$ cat config.mk
export PLATFORM = sky130hd
export DESIGN_NAME = rx_control
export DESIGN_NICKNAME = d
export VERILOG_FILES = /design/src/rtl/rx_control.sv
export SDC_FILE = /design/constraint.sdc
export NUM_CORES = 1
export LEC_CHECK = 0
export CORE_MARGIN = 2
export CORE_UTILIZATION = 50
export DETAILED_ROUTE_END_ITERATION = 12
export PLACE_DENSITY_LB_ADDON = 0.05
export REMOVE_ABC_BUFFERS = 1
export SYNTH_ARGS = -nofsm -noshare
export SYNTH_HDL_FRONTEND = slang
export SYNTH_SLANG_ARGS = --single-unit
$ cat constraint.sdc
create_clock -name clk -period 3.8 [get_ports clk]
set_input_delay 0.76 -clock clk [delete_from_list [all_inputs] [get_ports clk]]
set_output_delay 0.76 -clock clk [all_outputs]
set_load 0.01 [all_outputs]
$ cat src/rtl/rx_control.sv
// USB RX control FSM: sync/PID checks, token/data byte capture, EOP, FIFO writes and error reporting.
// Optional build macro RX_ADDR_FILTER_EN adds dev_addr and drops tokens addressed elsewhere.
module rx_control #(
  parameter logic [7:0] SYNC_BYTE = 8'h80,
  parameter int         BUF_DEPTH = 64,
  parameter int         MAX_BYTES = 66
) (
  input  logic       clk,
  input  logic       n_rst,
  input  logic       d_edge,
  input  logic       eop,
  input  logic       shift_enable,
  input  logic       byte_received,
  input  logic [7:0] rcv_data,
  input  logic [6:0] buffer_occupancy,
`ifdef RX_ADDR_FILTER_EN
  input  logic [6:0] dev_addr,
`endif
  output logic       rcving,
  output logic       w_enable,
  output logic [7:0] rx_data,
  output logic       flush,
  output logic [3:0] rx_packet,
  output logic       rx_data_ready,
  output logic       rx_transfer_active,
  output logic       rx_error
);

  localparam logic [6:0] BUF_FULL = 7'(BUF_DEPTH);
  localparam logic [6:0] MAX_CNT  = 7'(MAX_BYTES);

  localparam logic [1:0] KIND_TOKEN = 2'b01;
  localparam logic [1:0] KIND_DATA  = 2'b11;

  typedef enum logic [3:0] {
    IDLE,
    SYNC_RCV,
    SYNC_CHK,
    PID_RCV,
    PID_CHK,
    DATA_RCV,
    STORE,
    LEN_CHK,
    EOP_WAIT,
    IDLE_WAIT,
    DONE,
    ERR_EOP,
    ERR_IDLE
  } state_t;

  state_t     state_q, state_d;
  logic [6:0] cnt_q, cnt_d;
  logic [3:0] rx_packet_q, rx_packet_d;
  logic [1:0] kind_q, kind_d;
  logic       rx_error_q, rx_error_d;
  logic [7:0] byte_q, byte_d;
  logic       eop_strobe;
  logic       is_data, is_token;
  logic       ignore_pkt;

  function automatic logic pid_valid(input logic [7:0] b);
    logic known;
    case (b[3:0])
      4'b0001, 4'b1001, 4'b0011, 4'b1011, 4'b0010, 4'b1010, 4'b1110: known = 1'b1;
      default: known = 1'b0;
    endcase
    return known && (b[7:4] == ~b[3:0]);
  endfunction

  assign eop_strobe = eop && shift_enable;
  assign is_data    = (kind_q == KIND_DATA);
  assign is_token   = (kind_q == KIND_TOKEN);

  // The shift register may start refilling after byte_received, so hold the byte locally.
  assign byte_d = byte_received ? rcv_data : byte_q;

`ifdef RX_ADDR_FILTER_EN
  logic [3:0] prev_packet_q, prev_packet_d;
  logic       ignore_q, ignore_d;

  assign ignore_pkt = ignore_q;

  always_ff @(posedge clk or negedge n_rst) begin
    if (!n_rst) begin
      prev_packet_q <= 4'd0;
      ignore_q      <= 1'b0;
    end else begin
      prev_packet_q <= prev_packet_d;
      ignore_q      <= ignore_d;
    end
  end
`else
  assign ignore_pkt = 1'b0;
`endif

  always_ff @(posedge clk or negedge n_rst) begin
    if (!n_rst) begin
      state_q     <= IDLE;
      cnt_q       <= 7'd0;
      rx_packet_q <= 4'd0;
      kind_q      <= 2'b00;
      rx_error_q  <= 1'b0;
    end else begin
      state_q     <= state_d;
      cnt_q       <= cnt_d;
      rx_packet_q <= rx_packet_d;
      kind_q      <= kind_d;
      rx_error_q  <= rx_error_d;
    end
  end

  always_ff @(posedge clk) begin
    byte_q <= byte_d;
  end

  always_comb begin
    state_d       = state_q;
    cnt_d         = cnt_q;
    rx_packet_d   = rx_packet_q;
    kind_d        = kind_q;
    rx_error_d    = rx_error_q;
    w_enable      = 1'b0;
    rx_data       = 8'h00;
    flush         = 1'b0;
    rx_data_ready = 1'b0;
`ifdef RX_ADDR_FILTER_EN
    prev_packet_d = prev_packet_q;
    ignore_d      = ignore_q;
`endif

    case (state_q)
      IDLE: begin
        if (d_edge) begin
          state_d    = SYNC_RCV;
          rx_error_d = 1'b0;
        end
      end
      SYNC_RCV: begin
        if (byte_received)   state_d = SYNC_CHK;
        else if (eop_strobe) state_d = ERR_EOP;
      end
      SYNC_CHK: begin
        state_d = (byte_q == SYNC_BYTE) ? PID_RCV : ERR_EOP;
      end
      PID_RCV: begin
        if (byte_received)   state_d = PID_CHK;
        else if (eop_strobe) state_d = ERR_EOP;
      end
      PID_CHK: begin
        if (!pid_valid(byte_q)) begin
          state_d = ERR_EOP;
        end else begin
          rx_packet_d = byte_q[3:0];
          kind_d      = byte_q[1:0];
          cnt_d       = 7'd0;
`ifdef RX_ADDR_FILTER_EN
          prev_packet_d = rx_packet_q;
          ignore_d      = 1'b0;
`endif
          case (byte_q[1:0])
            KIND_DATA: begin
              flush   = 1'b1;
              state_d = DATA_RCV;
            end
            KIND_TOKEN: state_d = DATA_RCV;
            default:    state_d = EOP_WAIT;
          endcase
        end
      end
      DATA_RCV: begin
        if (byte_received)   state_d = STORE;
        else if (eop_strobe) state_d = LEN_CHK;
      end
      STORE: begin
        cnt_d   = cnt_q + 7'd1;
        state_d = DATA_RCV;
        if (is_data) begin
          w_enable = 1'b1;
          rx_data  = byte_q;
          if ((buffer_occupancy == BUF_FULL) || (cnt_q == MAX_CNT)) state_d = ERR_EOP;
        end else if (is_token) begin
`ifdef RX_ADDR_FILTER_EN
          if ((cnt_q == 7'd0) && (byte_q[6:0] != dev_addr)) begin
            rx_packet_d = prev_packet_q;
            ignore_d    = 1'b1;
            state_d     = EOP_WAIT;
          end else if (cnt_q == 7'd2) begin
            state_d = ERR_EOP;
          end
`else
          if (cnt_q == 7'd2) state_d = ERR_EOP;
`endif
        end
      end
      LEN_CHK: begin
        if (is_token ? (cnt_q == 7'd2) : (cnt_q >= 7'd2)) begin
          state_d = IDLE_WAIT;
        end else begin
          state_d    = ERR_IDLE;
          rx_error_d = 1'b1;
        end
      end
      EOP_WAIT: begin
        // Remaining bytes of an ignored token are expected, not an error.
        if (byte_received) begin
          if (!ignore_pkt) state_d = ERR_EOP;
        end else if (eop_strobe) begin
          state_d = IDLE_WAIT;
        end
      end
      IDLE_WAIT: begin
        if (d_edge) state_d = DONE;
      end
      DONE: begin
        rx_data_ready = is_data && !ignore_pkt;
        state_d       = IDLE;
      end
      ERR_EOP: begin
        rx_error_d = 1'b1;
        if (eop_strobe) state_d = ERR_IDLE;
      end
      ERR_IDLE: begin
        if (d_edge) state_d = IDLE;
      end
      default: state_d = IDLE;
    endcase
  end

  assign rcving             = (state_q != IDLE);
  assign rx_transfer_active = (state_q != IDLE) && (state_q != ERR_IDLE);
  assign rx_packet          = rx_packet_q;
  assign rx_error           = rx_error_q;

endmodule
==> flow_summary_export.csv, run 1 <==
group,metric,value,unit
logic_synthesis,syn_inst,180,
logic_synthesis,synth_common_cells,"a21oi_1, dfrtp_1, nand2_1, o21ai_0, nor2_1",
die,die_area,3700,sq um
sta,clock_skew,13.2,ps
clock_network,hold_buffers,0,
logic_synthesis,ys_types,51,
drt,routedWlPerCell,15.3,microns
clock_network,clk-insertion-delay-late,320,ps
min_path,hp-class,"reg -> reg",
worst_setup_path,worstPathArrival,2680,ps
final_layout,area_delta_synth_final,28.1,%
global_route,grt_pass1_vias,1460,
global_route,antenna_found_initial,0,
final_layout,final_util,67.7,%
drt,viasPerCell,5.95,
sta,min_period,3440,ps
clock_network,cts_root_buf,"clkbuf_4",
sta,slew_viol_final,0,
sta,hold_slack,502,ps
logic_synthesis,synth_warnings,0,
sta,tns,0,ps
drt,num_vias,1546,
global_route,grt_overflow,0,
placement,dp_hpwl,2910,microns
global_route,grt_usage,23.2,%
die,die_x,60.8,microns
logic_synthesis,synth-main-ff-cell,"dfrtp_1",
logic_synthesis,synth_top_area_share,24.8,%
worst_setup_path,path_class,"reg -> out",
worst_setup_path,slowest_stage,"dfrtp_1",
die,rows,20,
placement,finalWeightedCongestion,0.857,
final_layout,final_cells,260,
logic_synthesis,avgSynthCellArea,8.97,sq um
die,die_h,60.8,microns
logic_synthesis,synth_edf_count,8,
sta,fin_crit_sh,90.5,%
global_route,grt_first_pass_wirelength,6420,microns
job,maxCapViolations,0,
worst_setup_path,path_max_fanout,19,
logic_synthesis,syn_area,1610,sq um
die,initial_utilization,52.9,%
worst_setup_path,path_cells,"and2b_2 -> nand2_1 -> nor2_1 -> and2_1 -> clkdlybuf4s50_1",
final_layout,layout-drive-gt1-share,10.6,%
final_layout,fin_nets,240,
clock_network,cts_buffer_depth,2,
logic_synthesis,async_flop_share,66.7,%
clock_network,cts.repair.resized,0,
logic_synthesis,seq_area_frac_synth,39.7,%
placement,numPortBuffers,38,
sta,worst_pin_slew,771,ps
drt,totalWireLength,3980,microns
sta,worst_slack,360,ps
drt,drt-initial-drc-count,136,
drt,drc,0,
clock_network,cts_sinks,24,
clock_network,cts_made_buffers,3,
placement,dpl.cell_count,256,
sta,max_slew_margin,48.4,%
sta,fmax,0.291,GHz
sta,rsz0062_at_grt,"false",
logic_synthesis,ys_ff_latch,24,
sta,hold_viol,0,
final_layout,n_antenna_cell,0,
clock_network,h-tree-depth,1,
global_route,grt_max_degree,20,
drt,firstDrtPassIters,4,
worst_setup_path,critPathCaptureType,"output port",
clock_network,path_clk_slew,150,ps
worst_setup_path,start_kind,"flop",
clock_network,cts_tree,"done",
worst_setup_path,max_stage_delay,610,ps
die,io_pins,39,
pwr,ir_worst_vdd,0.244,mV
worst_setup_path,cp_data_required_time,3040,ps
sta,finalSetupViolCount,0,
drt,antenna_left,0,
pwr,p_leak,0.790,nW
placement,pre_cts_ws,751,ps
run_status,status,"completed",
logic_synthesis,synth_area_leaders,"dfrtp_1, edfxtp_1, a21oi_1",
clock_network,post-cts-setup-buffers,0,
die,core_area,3050,sq um
pwr,p_per_area,444,nW/um^2
logic_synthesis,synth_top_area_cell,"dfrtp_1",
## critical path: cells and delay by family, from the launching register on
kind / cells / cell delay, ps
buf+inv: 1 / 540
flops: 1 / 610
simple gates: 4 / 1220
## layout make-up
cell class	instances	area [sq um]
clock buffers	4	47.5
fillers	269	985
inverters	7	26.3
multi-input cells	141	903
flip-flops and latches	24	641
well taps	44	55.1
repair buffers	40	395
## metal layers
metal / global-route usage (%) / vias up / wire length [microns] / share of wire, %
li1: - / 750 / - / -
met1: 31.5 / 729 / 1740 / 44
met2: 36.3 / 61 / 1920 / 48
met3: 2.99 / 6 / 257 / 6.5
met4: 12.1 / 0 / 55 / 1.4
met5: 0 / - / 0 / 0
## placed cells by master, fill, tap and decap left out, types with 2 or more instances in the layout
cell type	instances
a211oi_1	2
a21oi_1	16
a31oi_1	3
a32oi_1	4
and2_1	7
and2b_2	2
and3_1	2
and3b_1	2
buf_4	2
clkbuf_4	3
clkdlybuf4s50_1	38
dfrtp_1	16
edfxtp_1	8
ha_1	2
inv_1	7
mux2_2	4
nand2_1	14
nand2b_1	2
nand3_1	7
nand4_1	3
nor2_1	13
nor2b_1	2
nor3_1	5
nor3b_1	2
nor4_1	3
o21a_1	2
o21ai_0	14
o21bai_1	2
o22ai_1	4
or2_2	2
xor2_1	3
## path summary, 6_finish.rpt
check	from	to	slack, ps	cells after the start
setup reg to reg	state_q[0]	state_q[1]	1750	4
max in group asynchronous	n_rst	rx_packet[1]	2450	1
setup / recovery	state_q[0]	rx_data[5]	360	5
hold / removal	rx_error	rx_error	500	2
hold reg to reg	rx_error	rx_error	500	2
min in group asynchronous	n_rst	state_q[2]	860	1
## power breakdown
part           internal [mW]  leakage (nW)  switching, mW
Sequential             0.304         0.292         0.0894
Clock                 0.0804        0.0261         0.0832
Combinational          0.181         0.472          0.180
## cells by family (layout without fill, tap and decap cells)
kind of cell / count (synthesis) / after routing / share of synthesized area (%)
simple gates: 76 / 76 / 27.8
compound gates: 56 / 56 / 22.2
flops: 24 / 24 / 39.7
buf+inv: 15 / 51 / 4.34
mux: 4 / 4 / 2.79
xor+xnor: 3 / 3 / 1.63
fa+ha+maj: 2 / 2 / 1.55
## sequential cells by signal (all words and copies together), names as in the netlist
name	flops
rx_error	1
rx_packet	4
byte_q	8
state_q	4
cnt_q	7
## metrics by stage
stage	total power, mW	cell area, sq um
after global routing	0.977	2070
after global placement	0.734	2020
after detailed placement	0.751	2020
after CTS	0.915	2070
after floorplan	0.620	1570
final	0.919	2070
Power figures use the tool's default switching activity.
==> run 2: changes to the inputs <==
--- a/config.mk
+++ b/config.mk
@@ -5,6 +5,7 @@
 export SDC_FILE = /design/constraint.sdc
 export NUM_CORES = 1
 export LEC_CHECK = 0
+export ABC_AREA = 1
 export CORE_MARGIN = 2
 export CORE_UTILIZATION = 50
 export DETAILED_ROUTE_END_ITERATION = 12
==> flow_summary_export.csv, run 2 <==
group,metric,value,unit
pwr,p_per_area,492,nW/um^2
global_route,grt_overflow,0,
drt,highest_layer,"met4",
drt,firstDrtPassIters,4,
logic_synthesis,synth_common_cells,"nand2_1, nor2_1, inv_1, nand3_1, dfrtp_1",
placement,place_area,2110,sq um
worst_setup_path,cp_top_family,"simple AND/OR/NAND/NOR gates",
worst_setup_path,cp.depth,8,
worst_setup_path,cp_data_required_time,3040,ps
logic_synthesis,syn_area,1700,sq um
die,core_area,3310,sq um
sta,hold_slack,510,ps
job,maxCapViolations,0,
logic_synthesis,seq_area_frac_synth,37.7,%
drt,dr_wl_met2,1860,microns
min_path,hold_path_depth,2,
clock_network,clk-insertion-delay-late,320,ps
placement,dpl.cell_count,325,
logic_synthesis,synth_warnings,0,
sta,min_period,3270,ps
final_layout,top_regs,"byte_q x8, cnt_q x7",
logic_synthesis,syn_inst,243,
drt,wl_met3,108,microns
die,rows,21,
global_route,grt_first_pass_wirelength,6510,microns
logic_synthesis,synth_area_leaders,"dfrtp_1, nand2_1, edfxtp_1",
clock_network,cts_root_buf,"clkbuf_4",
final_layout,n_fill_cell,311,
worst_setup_path,reg2regPathDepth,11,
sta,slew_viol_final,0,
final_layout,final_cells,329,
clock_network,cts_sinks,24,
logic_synthesis,async_flop_share,66.7,%
pwr,p_leak,1.05,nW
drt,antenna_left,0,
final_layout,seq_area,641,sq um
logic_synthesis,avgSynthCellArea,6.99,sq um
final_layout,area_delta_synth_final,26.0,%
clock_network,cts_buffer_depth,2,
final_layout,final_area,2140,sq um
placement,dp_hpwl,3100,microns
worst_setup_path,max_stage_delay,550,ps
placement,pre_cts_ws,897,ps
clock_network,h-tree-depth,1,
final_layout,layout-drive-gt1-share,12.4,%
worst_setup_path,path_cells,"nor2_4 -> inv_2 -> nor2_4 -> nand4_2 -> inv_1 -> nand2_1 -> nor2_1 -> clkdlybuf4s50_1",
final_layout,final_util,64.6,%
final_layout,multi_input_area,896,sq um
logic_synthesis,ys_types,27,
final_layout,largest_register,"byte_q",
drt,totalWireLength,3850,microns
clock_network,cts.repair.resized,0,
die,die_area,3880,sq um
drt,drc,0,
die,die_x,62.3,microns
pwr,ir_worst_vdd,0.242,mV
logic_synthesis,yosysMostFrequentCell,"nand2_1",
drt,viasPerCell,4.89,
drt,drt-initial-drc-count,113,
run_status,status,"completed",
global_route,grt_pass1_vias,1507,
sta,tns,0,ps
global_route,antenna_found_initial,0,
logic_synthesis,synth_edf_count,8,
logic_synthesis,synth_top_area_cell,"dfrtp_1",
worst_setup_path,critPathCaptureType,"output port",
min_path,hp-class,"reg -> reg",
final_layout,n_antenna_cell,0,
clock_network,hold_buffers,0,
sta,hold_viol,0,
sta,clock_skew,3.97,ps
final_layout,fin_nets,307,
global_route,grt_usage,21.0,%
logic_synthesis,ys_ff_latch,24,
logic_synthesis,synth_top_area_share,23.6,%
final_layout,largest_register_ffs,8,
worst_setup_path,crit_top_cell,"nor2_4",
die,die_h,62.3,microns
final_layout,final_cell_mix,"nand2_1, nor2_1, clkdlybuf4s50_1",
sta,worst_pin_slew,774,ps
die,initial_utilization,51.3,%
clock_network,cts_made_buffers,3,
sta,max_slew_margin,48.3,%
worst_setup_path,start_kind,"flop",
worst_setup_path,worstPathArrival,2510,ps
clock_network,path_clk_slew,130,ps
clock_network,post-cts-setup-buffers,0,
logic_synthesis,synth-main-ff-cell,"dfrtp_1",
clock_network,cts_tree,"done",
sta,fin_crit_sh,85.9,%
worst_setup_path,slowest_stage,"clkdlybuf4s50_1",
placement,numPortBuffers,38,
sta,rsz0062_at_grt,"false",
pwr,finalPower,1.05,mW
sta,fmax,0.306,GHz
drt,num_vias,1609,
sta,finalSetupViolCount,0,
placement,finalWeightedCongestion,0.906,
worst_setup_path,crit_buf_inv,3,
worst_setup_path,path_max_fanout,13,
global_route,grt_max_degree,17,
drt,routedWlPerCell,11.7,microns
die,io_pins,39,
worst_setup_path,path_class,"reg -> out",
drt,m1WireLength,1800,microns
final_layout,layout.cells.most_common,"nand2_1",
sta,worst_slack,534,ps
-- run 2: changes by cell type after synthesis, sizes merged, moves of 7 or more --
cell / change
nand3: +23
o21ai: -7
and2: -8
nand2: +68
inv: +27
a21oi: -11
nor2: +31
-- run 2: logic make-up (layout without fill, tap and decap cells) --
group | after synthesis | count (layout) | share of synthesized area, %
buf+inv | 38 | 78 | 9.51
flops | 24 | 24 | 37.7
fa+ha+maj | 2 | 2 | 1.47
simple gates | 164 | 164 | 45.8
compound gates | 15 | 15 | 5.53
-- run 2: routing by layer --
metal,GRT usage [%],vias up
met3,1.99,9
met2,35.7,26
li1,-,847
met1,27.6,727
met4,8.89,0
met5,0,-
-- run 2: final timing paths --
path / slack, ps / endpoint / from
setup / recovery: 530 / flush / state_q[0]
hold / removal: 510 / rx_packet[3] / rx_packet[3]
setup reg to reg: 2150 / state_q[2] / cnt_q[0]
hold reg to reg: 510 / rx_packet[3] / rx_packet[3]
max in group asynchronous: 2440 / rx_packet[2] / n_rst
min in group asynchronous: 880 / rx_error / n_rst
-- run 2: final cells by class --
type / count / area share (%)
clock inverter: 1 / 0.175
tap: 46 / 2.69
inverter: 35 / 6.14
timing repair buffer: 39 / 18.1
sequential: 24 / 29.9
clock buffer: 3 / 1.05
multi-input combinational: 181 / 41.9
-- run 2: tightest hold or removal path, stage by stage (launching register included) --
cell and delay, ps:
dfrtp_1 370, nand2_1 70, o21ai_2 50
-- run 2: power breakdown --
| group | internal [mW] | leakage, nW | switching (mW) | total [mW] |
|---|---|---|---|---|
| logic | 0.217 | 0.744 | 0.332 | 0.549 |
| clock network | 0.0385 | 0.0154 | 0.0764 | 0.115 |
| registers | 0.321 | 0.292 | 0.0665 | 0.388 |
| total | 0.577 | 1.05 | 0.475 | 1.05 |
==> run 3: changes to the inputs <==
--- a/config.mk
+++ b/config.mk
@@ -6,6 +6,7 @@
 export NUM_CORES = 1
 export LEC_CHECK = 0
 export ABC_AREA = 1
+export CAP_MARGIN = 20
 export CORE_MARGIN = 2
 export CORE_UTILIZATION = 50
 export DETAILED_ROUTE_END_ITERATION = 12
==> results of run 3 <==
Final layout, timing and power as in run 2 (identical DEF).
